[config.mk]
export PLATFORM = sky130hd
export DESIGN_NAME = seg7_scan_mux
export DESIGN_NICKNAME = d
export VERILOG_FILES = /design/src/rtl/seg7_scan_mux.sv
export SDC_FILE = /design/constraint.sdc
export NUM_CORES = 1
export LEC_CHECK = 0
export CAP_MARGIN = 15
export CORE_MARGIN = 2
export CORE_UTILIZATION = 55
export CTS_CLUSTER_SIZE = 30
export DETAILED_ROUTE_END_ITERATION = 10
export PLACE_DENSITY = 0.89
export SLEW_MARGIN = 0
export SYNTH_ARGS = -nofsm -noshare
export SYNTH_HDL_FRONTEND = slang
export SYNTH_SLANG_ARGS = --single-unit
[constraint.sdc]
create_clock -name clock -period 3 [get_ports clock]
set_input_delay 0.6 -clock clock [delete_from_list [all_inputs] [get_ports clock]]
set_output_delay 0.6 -clock clock [all_outputs]
set_load 0.01 [all_outputs]
[src/rtl/seg7_scan_mux.sv]
// seg7_scan_mux: four-digit multiplexed seven-segment scanner.
// Accepts a packed 4-digit hex word over valid/ready, double-buffers it so a
// new word only becomes visible at a frame boundary, and scans one active-low
// anode at a time with per-digit blanking and 8-level brightness PWM.
module seg7_scan_mux #(
    parameter int PHASE_LEN = 6250
) (
    input  logic        clock,
    input  logic        reset,
    input  logic [15:0] din,
    input  logic        din_valid,
    output logic        din_ready,
    input  logic [3:0]  blank,
    input  logic [2:0]  bright,
    output logic [6:0]  segment,
    output logic [3:0]  anode,
    output logic        frame_tick
);

    // Prescaler width; a PHASE_LEN of 1 still needs a one-bit counter.
    localparam int              PRE_W    = (PHASE_LEN > 1) ? $clog2(PHASE_LEN) : 1;
    localparam logic [PRE_W-1:0] PRE_LAST = PRE_W'(PHASE_LEN - 1);

    // Hex to seven-segment pattern, active-high, bit order gfedcba.
    function automatic logic [6:0] seg_decode(input logic [3:0] nib);
        logic [6:0] pat;
        case (nib)
            4'h0:    pat = 7'h3F;
            4'h1:    pat = 7'h06;
            4'h2:    pat = 7'h5B;
            4'h3:    pat = 7'h4F;
            4'h4:    pat = 7'h66;
            4'h5:    pat = 7'h6D;
            4'h6:    pat = 7'h7D;
            4'h7:    pat = 7'h07;
            4'h8:    pat = 7'h7F;
            4'h9:    pat = 7'h6F;
            4'hA:    pat = 7'h77;
            4'hB:    pat = 7'h7C;
            4'hC:    pat = 7'h39;
            4'hD:    pat = 7'h5E;
            4'hE:    pat = 7'h79;
            4'hF:    pat = 7'h71;
            default: pat = 7'h00;
        endcase
        return pat;
    endfunction

    // Scan counters.
    logic [PRE_W-1:0] r_pre;
    logic [2:0]       r_phase;
    logic [1:0]       r_slot;

    // Double buffer.
    logic [15:0]      r_active;
    logic [15:0]      r_shadow;
    logic             r_pending;

    // Registered pins.
    logic [6:0]       r_segment;
    logic [3:0]       r_anode;
    logic             r_frame_tick;

    // Decode of counter state.
    logic             w_pre_wrap;
    logic             w_phase_wrap;
    logic             w_boundary;
    logic             w_xfer;
    logic             w_lit;
    logic [3:0]       w_nibble;
    logic [3:0]       w_anode_next;
    logic [6:0]       w_segment_next;

    assign w_pre_wrap   = (r_pre == PRE_LAST);
    assign w_phase_wrap = (r_phase == 3'd7);
    assign w_boundary   = w_pre_wrap && w_phase_wrap && (r_slot == 2'd3);
    // The shadow only accepts a word while it is empty.
    assign w_xfer       = din_valid && !r_pending;

    // Advance the prescaler, phase and slot counters; all wrap naturally.
    always_ff @(posedge clock or posedge reset) begin
        if (reset) begin
            r_pre   <= '0;
            r_phase <= 3'd0;
            r_slot  <= 2'd0;
        end else if (w_pre_wrap) begin
            r_pre   <= '0;
            r_phase <= r_phase + 3'd1;
            if (w_phase_wrap) begin
                r_slot <= r_slot + 2'd1;
            end else begin
                r_slot <= r_slot;
            end
        end else begin
            r_pre   <= r_pre + PRE_W'(1);
            r_phase <= r_phase;
            r_slot  <= r_slot;
        end
    end

    // Shadow capture and frame-boundary promotion; a word offered on the
    // boundary edge while the shadow is empty goes straight to active.
    always_ff @(posedge clock or posedge reset) begin
        if (reset) begin
            r_active  <= 16'h0000;
            r_shadow  <= 16'h0000;
            r_pending <= 1'b0;
        end else if (w_boundary) begin
            if (r_pending) begin
                r_active  <= r_shadow;
                r_pending <= 1'b0;
            end else if (din_valid) begin
                r_active  <= din;
            end else begin
                r_active  <= r_active;
            end
        end else if (w_xfer) begin
            r_shadow  <= din;
            r_pending <= 1'b1;
        end else begin
            r_shadow  <= r_shadow;
            r_pending <= r_pending;
        end
    end

    // Select the nibble for the current slot and form the next pin values.
    always_comb begin
        w_nibble       = 4'h0;
        w_anode_next   = 4'b1111;
        w_segment_next = 7'b1111111;
        w_lit          = (r_phase <= bright) && !blank[r_slot];
        case (r_slot)
            2'd0:    w_nibble = r_active[3:0];
            2'd1:    w_nibble = r_active[7:4];
            2'd2:    w_nibble = r_active[11:8];
            2'd3:    w_nibble = r_active[15:12];
            default: w_nibble = 4'h0;
        endcase
        if (w_lit) begin
            w_anode_next   = ~(4'b0001 << r_slot);
            w_segment_next = ~seg_decode(w_nibble);
        end else begin
            w_anode_next   = 4'b1111;
            w_segment_next = 7'b1111111;
        end
    end

    // Register the display pins and the frame pulse.
    always_ff @(posedge clock or posedge reset) begin
        if (reset) begin
            r_anode      <= 4'b1111;
            r_segment    <= 7'b1111111;
            r_frame_tick <= 1'b0;
        end else begin
            r_anode      <= w_anode_next;
            r_segment    <= w_segment_next;
            r_frame_tick <= w_boundary;
        end
    end

    assign din_ready  = !r_pending;
    assign anode      = r_anode;
    assign segment    = r_segment;
    assign frame_tick = r_frame_tick;

endmodule
## Word level (Yosys, flattened, before mapping)

Memories as Yosys holds them, arrays and structs flattened.
Index checks and enable logic that the tools add are counted.

| word-level totals | value |
|---|---|
| output and inout bits | 13 |
| input port bits | 26 |
| word-level logic and storage cells | 47 |
| memories kept | 1 |
| bits in read-only memories | 112 |
| bits in registers | 63 |

Memory list:

| name | depth | bits a word | read ports | clocked after memory_dff | write ports | RTL line | source |
|---|---|---|---|---|---|---|---|
| (no name shown) | 16 | 7 | 1 | 0 | 0 | 27 | `case (nib)` |

| cells by class | value |
|---|---|
| add/subtract/negate cells | 3 |
| reductions and logical operators | 12 |
| shift operators | 1 |
| order comparisons | 2 |
| bitwise gates (word level) | 3 |
| equal/unequal tests | 5 |
| mux-type cells | 11 |

Operator list:

| operator | count |
|---|---|
| two-way mux 16 bit | 2 |
| one-hot mux 4 bit (4 select lines) | 1 |
| two-way mux 7 bit | 2 |
| adder 13 x 1 -> 13 bit (second input constant) | 1 |
| equality test 13 bit (second input constant) | 1 |
| two-way mux 13 bit | 1 |
| NOT 7 bit | 1 |
| AND reduction 2 bit | 3 |
| equality test 2 bit (second input constant) | 2 |
| logical AND 1 bit | 4 |
| two-way mux 4 bit | 1 |
| NOT 4 bit | 1 |
| nonzero test 2 bit | 2 |
| << shifter 1 x 2 -> 4 bit (first input constant) | 1 |
| adder 3 x 1 -> 3 bit (second input constant) | 1 |
| equality test 3 bit (second input constant) | 1 |
| <= comparator 3 bit | 1 |
| < comparator 2 x 3 -> 1 bit (second input constant) | 1 |
| two-way mux 1 bit | 3 |
| adder 2 x 1 -> 2 bit (second input constant) | 1 |
| binary-select mux 1 bit (select 2 bit) | 1 |
| equality test 2 x 1 -> 1 bit (second input constant) | 1 |
| zero test 1 bit | 2 |
| zero test 2 bit | 1 |
| NOT 1 bit | 1 |

## Logic depth before layout (Yosys ltp)

Gate-level depths: netlist (run 1).

| depth | value |
|---|---|
| depth after elaboration | 7 |
| gate-level depth with buffers | 11 |
| mapped depth without buffers | 11 |

## Least setup slack after synthesis (run 1)

Ideal clock, no wire load.

| path | value |
|---|---|
| kind | flip-flop to flip-flop |
| from | register r_slot[0] |
| to | register r_segment[3], in the netlist segment[3] |
| library setup time | 0.062 ns |
| path buffers | 1 |
| setup slack | 0.493 ns |
| arrival time | 2.444 ns |
| stages on the path, launching flop included | 12 |
| data required time | 2.938 ns |
| clock period less this slack | 2.507 ns |
| cell sequence | dfrtp_1 > inv_1 > ha_1 > clkbuf_1 > mux2_2 > inv_1 > ha_1 > a21boi_0 > mux2i_1 > or2_2 > a32o_1 > nand2_1 |

| between the ends | value |
|---|---|
| cells in the longest elaborated chain, start to end | 6 |
| elaborated cells between the ends (all ways) | 13 |
| classes of those cells | 3 x eq/ne; 5 x mux; 1 x bitwise; 3 x reduce/logical; 1 x memory |

Ends and longest elaborated chain:

| what | RTL line | source |
|---|---|---|
| from (decl) | 52 | `logic [1:0] r_slot;` |
| from (signal assigned) | 90 | `r_slot <= r_slot + 2'd1;` |
| from (signal assigned) | 92 | `r_slot <= r_slot;` |
| from (signal assigned) | 97 | `r_slot <= r_slot;` |
| equality test 2 bit, or another cell as far along | 132 | `case (r_slot)` |
| one-hot mux 4 bit (4 select lines) | 132 |  |
| memory read (16 x 7 bit) | - |  |
| two-way mux 7 bit | 139 | `if (w_lit) begin` |
| NOT 7 bit | 141 | `w_segment_next = ~seg_decode(w_nibble);` |
| two-way mux 7 bit (*) | 139 |  |
| net w_segment_next[3] | 72 | `logic [6:0] w_segment_next;` |
| to (signal assigned) | 156 | `r_segment <= w_segment_next;` |
| to (decl) | 60 | `logic [6:0] r_segment;` |

The timed path passes the listed nets; every way through them passes the cells marked *. The select of a mux whose other input is x is not followed.
A chain may end at the register's enable or synchronous reset.

## Final worst setup path (run 1)

Same ends and word-level chain as after synthesis.

==> out/metrics.yaml, run 1 <==
outcome: "finished clean"
viasPerCell: 5.53
syn-num-nets: 318
fin_crit_ns: 2.70
rows: 27
routedWlPerCell_um: 15.4
leakage_nw: 1.79
ys_warn_count: 0
r2r_slack_ns: 0.30
cts_sinks: 63
slew_violations: 0
nets: 363
critPathKind: "flip-flop to flip-flop"
synth_top_flop_cell: "dfrtp_1"
worstReg2RegStart: "r_slot[0]$_DFFE_PP0P_"
overflow: 0
setup_viol: 0
path_clk_slew_ns: 0.07
cts-resized-gates: 0
vias: 2191
grt_pass1_vias: 2294
worstReg2RegEnd: "segment[3]$_DFF_PP1_"
clk_latency_ns: 0.34
slowest_delay_ns: 0.45
grt_setup_unrepaired: "false"
fin_skew_ns: 0.00660
hold_path_class: "flip-flop to flip-flop"
worstSetupStartpoint: "r_slot[0]$_DFFE_PP0P_"
grt_usage: 0.218
async_flop_share: 1.00
syn_area_um2: 3190
fmaxAchievable_mhz: 371
cts-htree-levels: 3
fin_util: 0.692
synth-seq-cells: 63
grt_pass1_wl_mm: 10.7
synth_cell_types: 45
synthCells: 274
worst_pin_slew_ns: 0.997
initial_core_util: 0.576
coreArea_um2: 5540
hold_violations: 0
die-width_um: 80.2
cts_tree: "built"
drtAntennaViolNets: 0
path_cells: "inv_1 > ha_1 > mux2_2 > inv_1 > ha_1 > a21boi_0 > mux2i_1 > or2_2 > a32o_1 > nand2_1"
clock-root-buffer: "clkbuf_8"
layout-drive-gt1-share: 0.201
setup_tns_ns: 0
path_delay_family: "adder cells"
cp_max_fo: 8
seq_area_frac_synth: 0.498
synth-edff-count: 0
dieArea_um2: 6430
peakVddDrop_v: 0.000287
critPathSlowestCell: "dfrtp_1"
fp.dieH_um: 80.2
dp_hpwl_mm: 4.42
end_kind: "flip-flop"
post-route-period-util: 0.899
diodes: 0
drt_pass1_iterations: 4
crit_end: "segment[3]$_DFF_PP1_"
num_io_pins: 39
syn_area_per_cell_um2: 11.6
maxSlewHeadroom: 0.316
postCtsHoldBufs: 0
maxCapViolCount: 0
worst-path-buf-inv: 2
cts_buffers: 9
crit_required_ns: 3.28
critical_path_cell_count: 10
drtIter0Drc: 107
grt_start_max_net_pins: 41
cts_setup_buffers: 0
routed_wirelength_mm: 6.11
crit_path_start_kind: "flip-flop"
drc_errors: 0
antenna_found_initial: 0
clockBufferDepth: 2
routabilityCongestion: 0.896
pwr_density_cell_nw_per_um2: 440
cp.arrival_ns: 2.97
io_buffers: 38
worstRegToRegCells: 10
area_growth_syn_to_layout_pct: 20.0
==> worst reg2reg max path, stage by stage (launching register included) <==
cell and delay, ns:
dfrtp_1 0.45, inv_1 0.15, ha_1 0.36, mux2_2 0.45
inv_1 0.12, ha_1 0.26, a21boi_0 0.20, mux2i_1 0.09
or2_2 0.28, a32o_1 0.22, nand2_1 0.07
==> cell type report <==
cell class,instances,area (um^2)
Clock buffer,12,155
Clock inverter,4,20.0
Tap cell,72,90.1
Sequential cell,63,1590
Multi-Input combinational cell,183,1470
Timing Repair Buffer,45,445
Inverter,17,63.8
Fill cell,412,1710
==> state kept, by name, summed over array words and instances, names as in the netlist <==
name	count
r_active	16
r_shadow	16
r_pre	13
segment	7
anode	4
r_phase	3
r_slot	2
frame_tick	1
r_pending	1
==> report_power, final <==
part / switching, mW / internal [mW]
Sequential: 0.0154 / 0.886
Combinational: 0.0498 / 0.0833
Clock: 0.313 / 0.339
==> Yosys cell counts (2+ instances only) <==
library cell	number	area, um^2
a21oi_1	5	25.0
a222oi_1	4	40.0
a31oi_1	2	12.5
and3_1	2	12.5
buf_2	2	10.0
clkbuf_1	6	22.5
dfrtp_1	52	1300
dfstp_2	11	289
ha_1	18	225
inv_1	17	63.8
mux2_2	14	158
mux2_4	10	150
mux2i_1	21	210
nand2_1	30	113
nand3_1	6	30.0
nand4b_1	2	17.5
nor2_1	15	56.3
nor3_2	2	20.0
o211ai_1	2	15.0
o21ai_0	18	90.1
o221ai_1	3	26.3
xnor2_1	7	61.3
xor2_1	3	26.3
==> worst min path at each step <==
stage          cells past startpoint                      end               startpoint
2_1_floorplan                      2  r_active[4]$_DFFE_PP0P_  r_active[4]$_DFFE_PP0P_
3_3_place_gp                       2  r_active[3]$_DFFE_PP0P_  r_active[3]$_DFFE_PP0P_
3_5_place_dp                       1       r_pre[4]$_DFF_PP0_       r_pre[4]$_DFF_PP0_
4_1_cts                            1       r_pre[4]$_DFF_PP0_       r_pre[4]$_DFF_PP0_
5_1_grt                            1       r_pre[4]$_DFF_PP0_       r_pre[4]$_DFF_PP0_
6_report                           1       r_pre[4]$_DFF_PP0_       r_pre[4]$_DFF_PP0_
==> logic make-up after synthesis <==
| family | count (synthesis) | share of synthesized area |
|---|---|---|
| and+or+nand+nor | 70 | 0.114 |
| DFF | 63 | 0.498 |
| muxes | 46 | 0.169 |
| AOI/OAI and AO/OA | 39 | 0.0780 |
| buffers and inverters | 28 | 0.0423 |
| adders and majority gates | 18 | 0.0706 |
| xor gates and xnor gates | 10 | 0.0274 |
==> stage by stage <==
step	hold WS [ns]	instances	setup WS, ns	instance area [um^2]	power [mW]
2_1_floorplan	0.449	274	0.493	3190	0.981
3_3_place_gp	0.465	380	0.485	3660	1.05
3_5_place_dp	0.480	380	0.335	3660	1.05
4_1_cts	0.492	396	0.310	3830	1.70
5_1_grt	0.518	396	0.136	3830	1.75
6_report	0.490	396	0.304	3830	1.69
==> layout by cell type, fill, tap and decap left out, drive strengths merged, types with 11 or more instances in the layout <==
cell           netlist  final
dfrtp               52     52
clkdlybuf4s50        0     38
nand2               30     30
mux2                24     24
mux2i               21     21
o21ai               18     18
ha                  18     18
inv                 17     17
nor2                15     15
clkbuf               6     12
dfstp               11     11
==> per-layer routing <==
layer | track usage | wire, um | part of all wire
met2 | 0.348 | 3050 | 0.50
met5 | 0 | 0 | 0
met1 | 0.281 | 2700 | 0.44
met4 | 0.0966 | 102 | 0.017
met3 | 0.0528 | 266 | 0.044
No activity file was read; power rests on OpenSTA's default activity.
==> run 2, diff against run 1 <==
--- a/config.mk
+++ b/config.mk
@@ -11,6 +11,7 @@
 export CTS_CLUSTER_SIZE = 30
 export DETAILED_ROUTE_END_ITERATION = 10
 export PLACE_DENSITY = 0.89
+export SKIP_LAST_GASP = 1
 export SLEW_MARGIN = 0
 export SYNTH_ARGS = -nofsm -noshare
 export SYNTH_HDL_FRONTEND = slang
==> results of run 2 <==
Same layout as run 1: the final DEF is identical, and so are final timing and power.
